<file path="config.mk">
export PLATFORM = sky130hd
export DESIGN_NAME = obufds_gte3_switch
export DESIGN_NICKNAME = d
export VERILOG_FILES = /design/src/rtl/obufds_gte3_pkg.sv /design/src/rtl/gte3_cycle_cnt.sv /design/src/rtl/obufds_gte3_switch.sv
export SDC_FILE = /design/constraint.sdc
export NUM_CORES = 1
export LEC_CHECK = 0
export BUFFER_PORTS_ARGS = -buffer_cell sky130_fd_sc_hd__buf_4
export CORE_MARGIN = 2
export CORE_UTILIZATION = 45
export CTS_CLUSTER_DIAMETER = 80
export DETAILED_ROUTE_END_ITERATION = 8
export PLACE_DENSITY = 0.71
export SETUP_SLACK_MARGIN = 0.3
export SLEW_MARGIN = 20
export SYNTH_ARGS = -nofsm -noshare
export SYNTH_HDL_FRONTEND = slang
export SYNTH_SLANG_ARGS = --single-unit
</file>
<file path="constraint.sdc">
create_clock -name CLK -period 3.18 [get_ports CLK]
set_clock_uncertainty 0.1 [all_clocks]
set_input_delay 0.636 -clock CLK [delete_from_list [all_inputs] [get_ports CLK]]
set_output_delay 0.636 -clock CLK [all_outputs]
set_load 0.05 [all_outputs]
</file>
<file path="src/rtl/obufds_gte3_pkg.sv">
// Shared state encodings and sizing helpers for the GTE3 reference-clock output switch.
package obufds_gte3_pkg;

    localparam int unsigned StateW = 3;
    localparam int unsigned NumSrc = 4;
    localparam int unsigned SelW   = 2;

    localparam logic [StateW-1:0] StOff    = 3'd0;
    localparam logic [StateW-1:0] StSettle = 3'd1;
    localparam logic [StateW-1:0] StOn     = 3'd2;
    localparam logic [StateW-1:0] StDrain  = 3'd3;
    localparam logic [StateW-1:0] StSwitch = 3'd4;

    // Counter must hold the longer of the two gated-off intervals.
    function automatic int unsigned cnt_width(input int unsigned drain, input int unsigned settle);
        int unsigned longest;
        longest = (drain > settle) ? drain : settle;
        return $clog2(longest + 1);
    endfunction

endpackage

</file>
<file path="src/rtl/gte3_cycle_cnt.sv">
// Down-counter timing the DRAIN and SETTLE intervals; loads on state entry, saturates at zero.
module gte3_cycle_cnt #(
    parameter int unsigned Width = 4
) (
    input  logic             clk,
    input  logic             rst_n,
    input  logic             load,
    input  logic [Width-1:0] load_val,
    input  logic             en,
    output logic             zero
);

    logic [Width-1:0] cnt_q;

    always_ff @(posedge clk or negedge rst_n) begin
        if (!rst_n) begin
            cnt_q <= '0;
        end else if (load) begin
            cnt_q <= load_val;
        end else if (en && (cnt_q != '0)) begin
            cnt_q <= cnt_q - 1'b1;
        end
    end

    assign zero = (cnt_q == '0);

endmodule

</file>
<file path="src/rtl/obufds_gte3_switch.sv">
// Glitch-free source selector for a differential reference-clock output buffer: the output is
// gated off while draining, switching and settling, and the selection only changes while gated.
module obufds_gte3_switch
    import obufds_gte3_pkg::*;
#(
    parameter logic [0:0]  REFCLK_EN_TX_PATH = 1'b1,
    parameter logic [1:0]  RXRECCLK_SEL_INIT = 2'b00,
    parameter int unsigned DRAIN_CYCLES      = 4,
    parameter int unsigned SETTLE_CYCLES     = 8
) (
    input  logic              CLK,
    input  logic              RST_N,
    input  logic [NumSrc-1:0] I,
    input  logic              CEB,
    input  logic              EN,
    input  logic [SelW-1:0]   SEL_REQ,
    input  logic              SEL_VALID,
    output logic              SEL_READY,
    output logic [SelW-1:0]   SEL_CUR,
    output logic              O,
    output logic              OB,
    output logic              BUSY,
    output logic              DONE
);

    localparam int unsigned CntW = cnt_width(DRAIN_CYCLES, SETTLE_CYCLES);

    logic [StateW-1:0] state_q, state_d;
    logic [SelW-1:0]   sel_cur_q, sel_cur_d;
    logic [SelW-1:0]   pend_q, pend_d;
    logic              done_q, done_d;
    logic              en_ok, accept, gate;
    logic              cnt_zero, cnt_load, cnt_en;
    logic [CntW-1:0]   cnt_val;

    assign en_ok     = EN & ~CEB & REFCLK_EN_TX_PATH[0];
    assign SEL_READY = (state_q == StOff) | ((state_q == StOn) & en_ok);
    assign accept    = SEL_VALID & SEL_READY;

    always_comb begin
        state_d   = state_q;
        sel_cur_d = sel_cur_q;
        pend_d    = pend_q;
        done_d    = 1'b0;
        if (accept) begin
            pend_d = SEL_REQ;
        end
        unique case (state_q)
            StOff: begin
                // Selection and enable may both take effect on the same edge.
                if (accept) begin
                    sel_cur_d = SEL_REQ;
                    done_d    = 1'b1;
                end
                if (en_ok) begin
                    state_d = StSettle;
                end
            end
            StSettle: begin
                if (!en_ok) begin
                    state_d = StOff;
                end else if (cnt_zero) begin
                    state_d = StOn;
                end
            end
            StOn: begin
                if (!en_ok) begin
                    state_d = StOff;
                end else if (accept) begin
                    if (SEL_REQ == sel_cur_q) begin
                        done_d = 1'b1;
                    end else begin
                        state_d = StDrain;
                    end
                end
            end
            StDrain: begin
                // A disable while draining still commits the pending source.
                if (!en_ok) begin
                    state_d   = StOff;
                    sel_cur_d = pend_q;
                    done_d    = 1'b1;
                end else if (cnt_zero) begin
                    state_d = StSwitch;
                end
            end
            StSwitch: begin
                sel_cur_d = pend_q;
                done_d    = 1'b1;
                state_d   = en_ok ? StSettle : StOff;
            end
            default: begin
                state_d = StOff;
            end
        endcase
    end

    assign cnt_load = (state_d != state_q) && ((state_d == StDrain) || (state_d == StSettle));
    assign cnt_val  = (state_d == StDrain) ? CntW'(DRAIN_CYCLES - 1) : CntW'(SETTLE_CYCLES - 1);
    assign cnt_en   = (state_q == StDrain) || (state_q == StSettle);

    gte3_cycle_cnt #(
        .Width (CntW)
    ) u_cnt (
        .clk      (CLK),
        .rst_n    (RST_N),
        .load     (cnt_load),
        .load_val (cnt_val),
        .en       (cnt_en),
        .zero     (cnt_zero)
    );

    always_ff @(posedge CLK or negedge RST_N) begin
        if (!RST_N) begin
            state_q   <= StOff;
            sel_cur_q <= RXRECCLK_SEL_INIT;
            pend_q    <= RXRECCLK_SEL_INIT;
            done_q    <= 1'b0;
        end else begin
            state_q   <= state_d;
            sel_cur_q <= sel_cur_d;
            pend_q    <= pend_d;
            done_q    <= done_d;
        end
    end

    assign gate    = (state_q == StOn);
    assign O       = gate & I[sel_cur_q];
    assign OB      = gate & ~I[sel_cur_q];
    assign SEL_CUR = sel_cur_q;
    assign BUSY    = (state_q == StSettle) | (state_q == StDrain) | (state_q == StSwitch);
    assign DONE    = done_q;

endmodule

</file>
==> metrics.md, run 1 <==
| Metric | Value |
|---|---|
| Root Buffer | `clkbuf_4` |
| Worst min path class | `primary input to async pin` |
| Dpl cell area | `between 800 and 900 um^2` |
| Post-route minimum period | `2.32 ns` |
| Setup crit end kind | `output port` |
| Hold buffer count at cts | `0` |
| Routed WL | `roughly 1.4 mm` |
| First-pass GRT wire length | `~2.4 mm` |
| Critical path fanouts, max | `10` |
| Pin count of the biggest net entering global routing | `13` |
| Die height | `approximately 45 um` |
| DP HPWL | `around 1.1 mm` |
| Lkg Pwr | `approximately 0.4 nW` |
| Total gr overflow | `0` |
| Layout net count | `103` |
| Status | `finished clean` |
| Crit-path leading delay family | `simple AND/OR/NAND/NOR gates` |
| Initial Util | `0.497` |
| Setup_tns | `0 ns` |
| Worst path cell trace | `or3b_4 -> nor2b_1 -> buf_4` |
| Ys Warns | `0` |
| Mux contribution to synthesized area | `0.116` |
| Clock buffer depth | `2` |
| Reg2reg path depth | `6` |
| Die ar. | `2070 um^2` |
| Share of cells above drive strength 1 | `0.393` |
| Post-synthesis sequential area ratio | `0.388` |
| CTS tree | `yes` |
| Commonest non-fill, non-tap cell in the layout | `buf_4` |
| Simple-gate share of the synthesized area | `0.237` |
| Synth Register Bits | `12` |
| Final Cycle Share | `0.730` |
| Yosys cell types | `37` |
| Largest family of logic cells by synthesized area | `simple AND/OR/NAND/NOR gates` |
| Crit. path cell count | `3` |
| Post-Synth XOR/XNOR Area | `0.0339` |
| Area grow syn2layout | `16.6%` |
| Worst-path clk slew | `approximately 0.070 ns` |
| Max_cap viols | `0` |
| Clock buffer count from CTS | `3` |
| Die W | `45.5 um` |
| Final hold vios | `0` |
| Slew headroom | `0.757` |
| Routed len/inst | `between 10 and 15 um` |
| Worst-Margin Slew | `between 0.3 and 0.4 ns` |
| Antenna violations before repair | `0` |
| Ant. Diodes | `0` |
| Residual DRC | `0` |
| Final worst slack | `approximately 0.86 ns` |
| Worst slack, placed | `0.903 ns` |
| Startpoint Class | `flop` |
| H-Tree Depth | `1` |
| WP buf/inv | `1` |
| Post-DR vias/cell | `about 5.7` |
| Setup Viol. Count Final | `0` |
| PwrDens | `between 400 and 500 nW/um^2` |
| Most frequent cells in the layout | `buf_4, dfrtp_1, nor2_1` |
| Max incr delay on CP | `about 0.54 ns` |
| Worst vdd ir | `roughly 0.24 mV` |
| Routed via count | `about 600` |
| Post-Syn Area | `774 um^2` |
| Synth Area in Adders | `0.0162` |
| Worst hold slack | `between 0.09 and 0.1 ns` |
| Synthesized area per cell | `approximately 11 um^2` |
| Worst-skew pair later-pin latency | `0.27 ns` |
| Fin area | `approximately 900 um^2` |
| Clock Sinks | `12` |
| Iter 0 DRT Violations | `9` |
| Critical path class | `flop to output port` |
| CP Data Arrival Time | `approximately 1.6 ns` |
| Total track usage | `0.161` |
| Core footprint | `about 1600 um^2` |
| Row count | `14` |
| Post-synthesis compound-gate area fraction | `0.145` |
| Cells after synthesis | `73` |
| # IOs | `18` |
| R2R Setup Slk | `between 1 and 1.5 ns` |
| Buffers on Ports | `17` |
| CP required | `2.44 ns` |
| Routability cong. | `roughly 0.74` |
| Post-CTS Setup Bufs | `0` |
| Antenna-violating nets left | `0` |
| Vias in the first global route | `565` |
| Final slew viol count | `0` |
| Crit-path slowest cell | `dfrtp_1` |
| Fmax | `about 430 MHz` |
| Unrepaired setup endpoints after global routing | `false` |
| PostCTS Resize Cnt | `0` |
| First drt pass iteration count | `4` |
| Net Count, Synth | `85` |
==> final timing paths <==
| check | from | end |
|---|---|---|
| setup / recovery | state_q[1]$_DFF_PN0_ | O |
| hold / removal | RST_N | SEL_CUR[1]$_DFFE_PN0P_ |
| setup reg to reg | u_cnt.cnt_q[0]$_DFFE_PN0P_ | state_q[0]$_DFF_PN0_ |
| hold reg to reg | pend_q[1]$_DFFE_PN0N_ | pend_q[1]$_DFFE_PN0N_ |
| max in group asynchronous | RST_N | u_cnt.cnt_q[3]$_DFFE_PN0P_ |
| min in group CLK | pend_q[1]$_DFFE_PN0N_ | pend_q[1]$_DFFE_PN0N_ |
==> synthesized netlist by cell type, drive strengths merged <==
library cell	number	share of area
a211oi	2	0.019
a21bo	1	0.013
a21o	1	0.0097
a21oi	4	0.026
a22oi	2	0.026
a31o	1	0.011
and2	1	0.0081
and4b	1	0.013
buf	4	0.053
dfrtp	12	0.39
ha	1	0.016
inv	2	0.0097
mux2	6	0.087
mux4	1	0.029
nand2	4	0.019
nand2b	1	0.018
nand3	2	0.013
nand3b	1	0.0097
nor2	9	0.053
nor2b	2	0.026
nor3	2	0.013
nor3b	1	0.0097
nor4b	1	0.011
o21ai	1	0.0065
o31a	1	0.011
o31ai	1	0.0097
o32a	1	0.013
or3	1	0.0081
or3b	2	0.026
or4	1	0.0097
xnor2	2	0.023
xor2	1	0.011
==> through the flow <==
stage | utilization | total power, mW | cells
after floorplan | - | 0.259 | 73
after global placement | 0.565 | 0.288 | 102
after detailed placement | 0.565 | 0.291 | 102
after CTS | 0.579 | 0.383 | 105
after global routing | 0.579 | 0.400 | 105
final | 0.579 | 0.377 | 105
==> routing by layer <==
| layer | up-vias | share of wire | GRT usage |
|---|---|---|---|
| li1 | 298 | - | - |
| met1 | 283 | 0.44 | 0.194 |
| met2 | 11 | 0.51 | 0.265 |
| met3 | 2 | 0.043 | 0.0714 |
| met4 | 0 | 0.0058 | 0.0353 |
| met5 | - | 0 | 0 |
==> cells by family after synthesis <==
| group | count (synthesis) |
|---|---|
| AO/OA/AOI/OAI | 15 |
| XOR/XNOR | 3 |
| adder cells (fa/ha/maj) | 1 |
| buffers and inverters | 6 |
| flip-flops | 12 |
| multiplexers | 7 |
| AND/OR/NAND/NOR | 29 |
==> power by group <==
group          total (mW)  switching, mW  internal (mW)
Combinational       0.103         0.0552         0.0476
Sequential          0.184         0.0156          0.168
Clock              0.0899         0.0460         0.0438
==> sequential cells by signal, indices dropped and copies added (netlist names) <==
name         cells
DONE             1
SEL_CUR          2
pend_q           2
state_q          3
u_cnt.cnt_q      4
==> worst reg2reg max path, stage by stage, from the launching register on <==
cell and delay [ns]:
dfrtp_1 0.40, inv_1 0.09, ha_1 0.19, or3b_2 0.46, and2_1 0.19, a211oi_1 0.24
nor2_1 0.07
==> layout make-up <==
type,instances,area [um^2]
Sequential cell,12,300
Inverter,2,7.51
Multi-Input combinational cell,55,425
Fill cell,132,656
Clock buffer,3,22.5
Timing Repair Buffer,17,128
Tap cell,16,20.0
Power figures use the tool's default switching activity.
==> run 2: changes to the inputs <==
--- a/config.mk
+++ b/config.mk
@@ -5,12 +5,13 @@
 export SDC_FILE = /design/constraint.sdc
 export NUM_CORES = 1
 export LEC_CHECK = 0
+export ABC_AREA = 1
 export BUFFER_PORTS_ARGS = -buffer_cell sky130_fd_sc_hd__buf_4
 export CORE_MARGIN = 2
 export CORE_UTILIZATION = 45
 export CTS_CLUSTER_DIAMETER = 80
 export DETAILED_ROUTE_END_ITERATION = 8
-export PLACE_DENSITY = 0.71
+export PLACE_DENSITY = 0.7
 export SETUP_SLACK_MARGIN = 0.3
 export SLEW_MARGIN = 20
 export SYNTH_ARGS = -nofsm -noshare
==> constraint.sdc (replaced) <==
create_clock -name CLK -period 2.3 [get_ports CLK]
set_clock_uncertainty 0.1 [all_clocks]
set_input_delay 0.46 -clock CLK [delete_from_list [all_inputs] [get_ports CLK]]
set_output_delay 0.46 -clock CLK [all_outputs]
set_load 0.05 [all_outputs]
==> metrics.md, run 2 <==
| Metric | Value |
|---|---|
| DP HPWL | `1.32 mm (was 1.13 mm)` |
| Layout net count | `145 (was 103)` |
| Buffers on Ports | `17 (unchanged)` |
| First drt pass iteration count | `4 (unchanged)` |
| Top cell type's share of synthesized area | `0.383 (was 0.388)` |
| Critical path fanouts, max | `5 (was 10)` |
| H-Tree Depth | `1 (unchanged)` |
| Synthesized area per cell | `7.33 um^2 (was 10.6 um^2)` |
| Hold Path Depth | `3` |
| Share of cells above drive strength 1 | `0.371 (was 0.393)` |
| Net switching power | `0.221 mW (was 0.117 mW)` |
| Synth Register Bits | `12 (unchanged)` |
| Clock power share | `0.274 (was 0.239)` |
| Max reg flops | `4 (unchanged)` |
| Total gr overflow | `0 (unchanged)` |
| Setup_tns | `0 ns (unchanged)` |
| Post-synthesis sequential area ratio | `0.383 (was 0.388)` |
| Total track usage | `0.181 (was 0.161)` |
| PwrDens | `616 nW/um^2 (was 417 nW/um^2)` |
| CP required | `1.74 ns (was 2.44 ns)` |
| Net Count, Synth | `119 (was 85)` |
| Slew headroom | `0.836 (was 0.757)` |
| Die height | `45.8 um (was 45.5 um)` |
| Largest Register | `u_cnt.cnt_q (unchanged)` |
| Area leader, netlist | `dfrtp_1 (unchanged)` |
| Root Buffer | `clkbuf_4 (unchanged)` |
| First-pass GRT wire length | `2.64 mm (was 2.35 mm)` |
| Setup crit end kind | `output port (unchanged)` |
| Clock Sinks | `12 (unchanged)` |
| Die W | `45.8 um (was 45.5 um)` |
| Row count | `15 (was 14)` |
| Core footprint | `1690 um^2 (was 1560 um^2)` |
| Post-DR vias/cell | `5.28 (was 5.66)` |
| Post-Syn Area | `785 um^2 (was 774 um^2)` |
| Worst-Margin Slew | `0.246 ns (was 0.365 ns)` |
| CTS tree | `yes (unchanged)` |
| Worst-skew pair later-pin latency | `0.28 ns (was 0.27 ns)` |
| Reg2reg path depth | `10 (was 6)` |
| CP Data Arrival Time | `1.39 ns (was 1.59 ns)` |
| Switching Share | `0.348 (was 0.310)` |
| Combinational Power Share | `0.314 (was 0.273)` |
| Die ar. | `2090 um^2 (was 2070 um^2)` |
| Final hold vios | `0 (unchanged)` |
| Area grow syn2layout | `31.4% (was 16.6%)` |
| Max_cap viols | `0 (unchanged)` |
| Most numerous cell in the Yosys netlist | `nand2_1 (was dfrtp_1)` |
| # IOs | `18 (unchanged)` |
| Yosys cell types | `27 (was 37)` |
| Pin count of the biggest net entering global routing | `13 (unchanged)` |
| Clock buffer count from CTS | `3 (unchanged)` |
| Number of synthesized flops with an enable pin | `0 (unchanged)` |
| Worst vdd ir | `0.364 mV (was 0.241 mV)` |
| Commonest register cell after synthesis | `dfrtp_1 (unchanged)` |
| Lkg Pwr | `0.530 nW (was 0.401 nW)` |
| Worst-path clk slew | `0.09 ns (was 0.07 ns)` |
| Final slew viol count | `0 (unchanged)` |
| Ys Warns | `0 (unchanged)` |
| Routed via count | `786 (was 594)` |
| Leading registers by flop count | `u_cnt.cnt_q x4, state_q x3 (unchanged)` |
| Ant. Diodes | `0 (unchanged)` |
| Sequential share of power | `0.412 (was 0.489)` |
| Internal power | `0.414 mW (was 0.260 mW)` |
| Critical path class | `flop to output port (unchanged)` |
| Residual DRC | `0 (unchanged)` |
| Routed WL | `1.79 mm (was 1.38 mm)` |
| Setup Viol. Count Final | `0 (unchanged)` |
| Antenna-violating nets left | `0 (unchanged)` |
| Power Total | `0.635 mW (was 0.377 mW)` |
| Final Cycle Share | `0.848` |
| Ranking of synthesized cells by area | `dfrtp_1, nand2_1, inv_1 (was dfrtp_1, mux2_2, buf_6)` |
| Routed len/inst | `12.0 um (was 13.2 um)` |
| Antenna violations before repair | `0 (unchanged)` |
| Async set-reset flop share out of synthesis | `1.00 (unchanged)` |
| Post-route minimum period | `about 2 ns` |
| # fillers | `154 (was 132)` |
| Iter 0 DRT Violations | `14 (was 9)` |
| Commonest non-fill, non-tap cell in the layout | `nand2_1 (was buf_4)` |
| Routability cong. | `0.862 (was 0.743)` |
| Vias in the first global route | `624 (was 565)` |
| Status | `finished clean (unchanged)` |
| Most frequent cells in the layout | `nand2_1, buf_4, inv_1 (was buf_4, dfrtp_1, nor2_1)` |
| Fmax | `513 MHz` |
| Worst min path class | `primary input to flop (was primary input to async pin)` |
| Initial Util | `0.464 (was 0.497)` |
| Unrepaired setup endpoints after global routing | `true (was false)` |
| Cells after synthesis | `107 (was 73)` |
| Clock buffer depth | `2 (unchanged)` |
| Startpoint Class | `flop (unchanged)` |
| Synth top cells by count | `nand2_1, inv_1, dfrtp_1 (was dfrtp_1, nor2_1, mux2_2)` |
==> run 2: cell types whose count changed after synthesis, sizes merged, moves of 3 or more <==
| cell | before | now |
|---|---|---|
| inv | 2 | 19 |
| nor2 | 9 | 12 |
| o21ai | 1 | 7 |
| nand2 | 4 | 35 |
| mux2 | 6 | 0 |
| buf | 4 | 0 |
| nand3 | 2 | 6 |
==> run 2: kinds of logic (layout without fill, tap and decap cells) <==
family          Yosys count  after routing  synth area share
compound gates           14             14             0.116
xor+xnor                  2              2            0.0223
fa+ha+maj                 1              1            0.0159
buf+inv                  20             45            0.0957
flops                    12             12             0.383
simple gates             58             58             0.367
==> run 2: power groups by stage <==
| stage | registers, mW | logic, mW | clock network (mW) |
|---|---|---|---|
| after global routing | 0.265 | 0.220 | 0.189 |
| after global placement | 0.266 | 0.178 | 0 |
| after floorplan | 0.285 | 0.108 | 0 |
| final | 0.261 | 0.200 | 0.174 |
| after detailed placement | 0.266 | 0.182 | 0 |
| after CTS | 0.261 | 0.192 | 0.181 |
==> run 2: metrics by stage <==
step / cell area [um^2] / util / cells / worst slack, ns / hold WS [ns]
finish: 1030 / 0.610 / 149 / 0.350 / 0.361
global route: 1030 / 0.610 / 149 / 0.276 / 0.383
CTS: 1010 / 0.597 / 147 / 0.309 / 0.361
detailed placement: 938 / 0.556 / 141 / 0.494 / 0.213
global placement: 938 / 0.556 / 141 / 0.506 / 0.208
floorplan: 790 / - / 107 / 0.199 / 0.0644
==> run 2: repair_timing <==
item / in CTS / in global routing
setup buffers: 1 / 2
hold buffers: 1 / 0
gates cloned: 0 / 0
endpoints found under the hold margin: 12 / 0
gates resized for setup: 3 / 3
setup endpoints to repair: 2 / 3
pin swaps: 0 / 0
==> run 2: worst max-delay path, cell delays in order (launching register included) <==
cell and delay, ns:
dfrtp_2 0.47, nor2_2 0.22, nand2_1 0.15, nand2_1 0.09, buf_4 0.19
==> run 2: final timing paths <==
path,start,endpoint,slack [ns]
setup / recovery,state_q[0]$_DFF_PN0_,BUSY,0.35
hold / removal,SEL_VALID,DONE$_DFF_PN0_,0.36
hold reg to reg,pend_q[0]$_DFFE_PN0N_,pend_q[0]$_DFFE_PN0N_,0.40
min in group asynchronous,RST_N,DONE$_DFF_PN0_,0.45
setup reg to reg,u_cnt.cnt_q[0]$_DFFE_PN0P_,u_cnt.cnt_q[2]$_DFFE_PN0P_,0.61
max in group asynchronous,RST_N,state_q[0]$_DFF_PN0_,1.48
==> run 2: final cells by class <==
type                            instances  area [um^2]  share of cell area
Clock buffer                            4         36.3              0.0352
Inverter                               20         75.1              0.0728
Multi-Input combinational cell         75          433               0.420
Sequential cell                        12          302               0.292
Tap cell                               17         21.3              0.0206
Timing Repair Buffer                   21          164               0.159
==> run 2: metal layers <==
layer / GRT usage / wire length, um / vias up
met5: 0 / 0 / -
met4: 0.109 / 45 / 0
met3: 0.0437 / 70 / 6
met2: 0.251 / 872 / 17
met1: 0.251 / 804 / 371
li1: - / - / 392
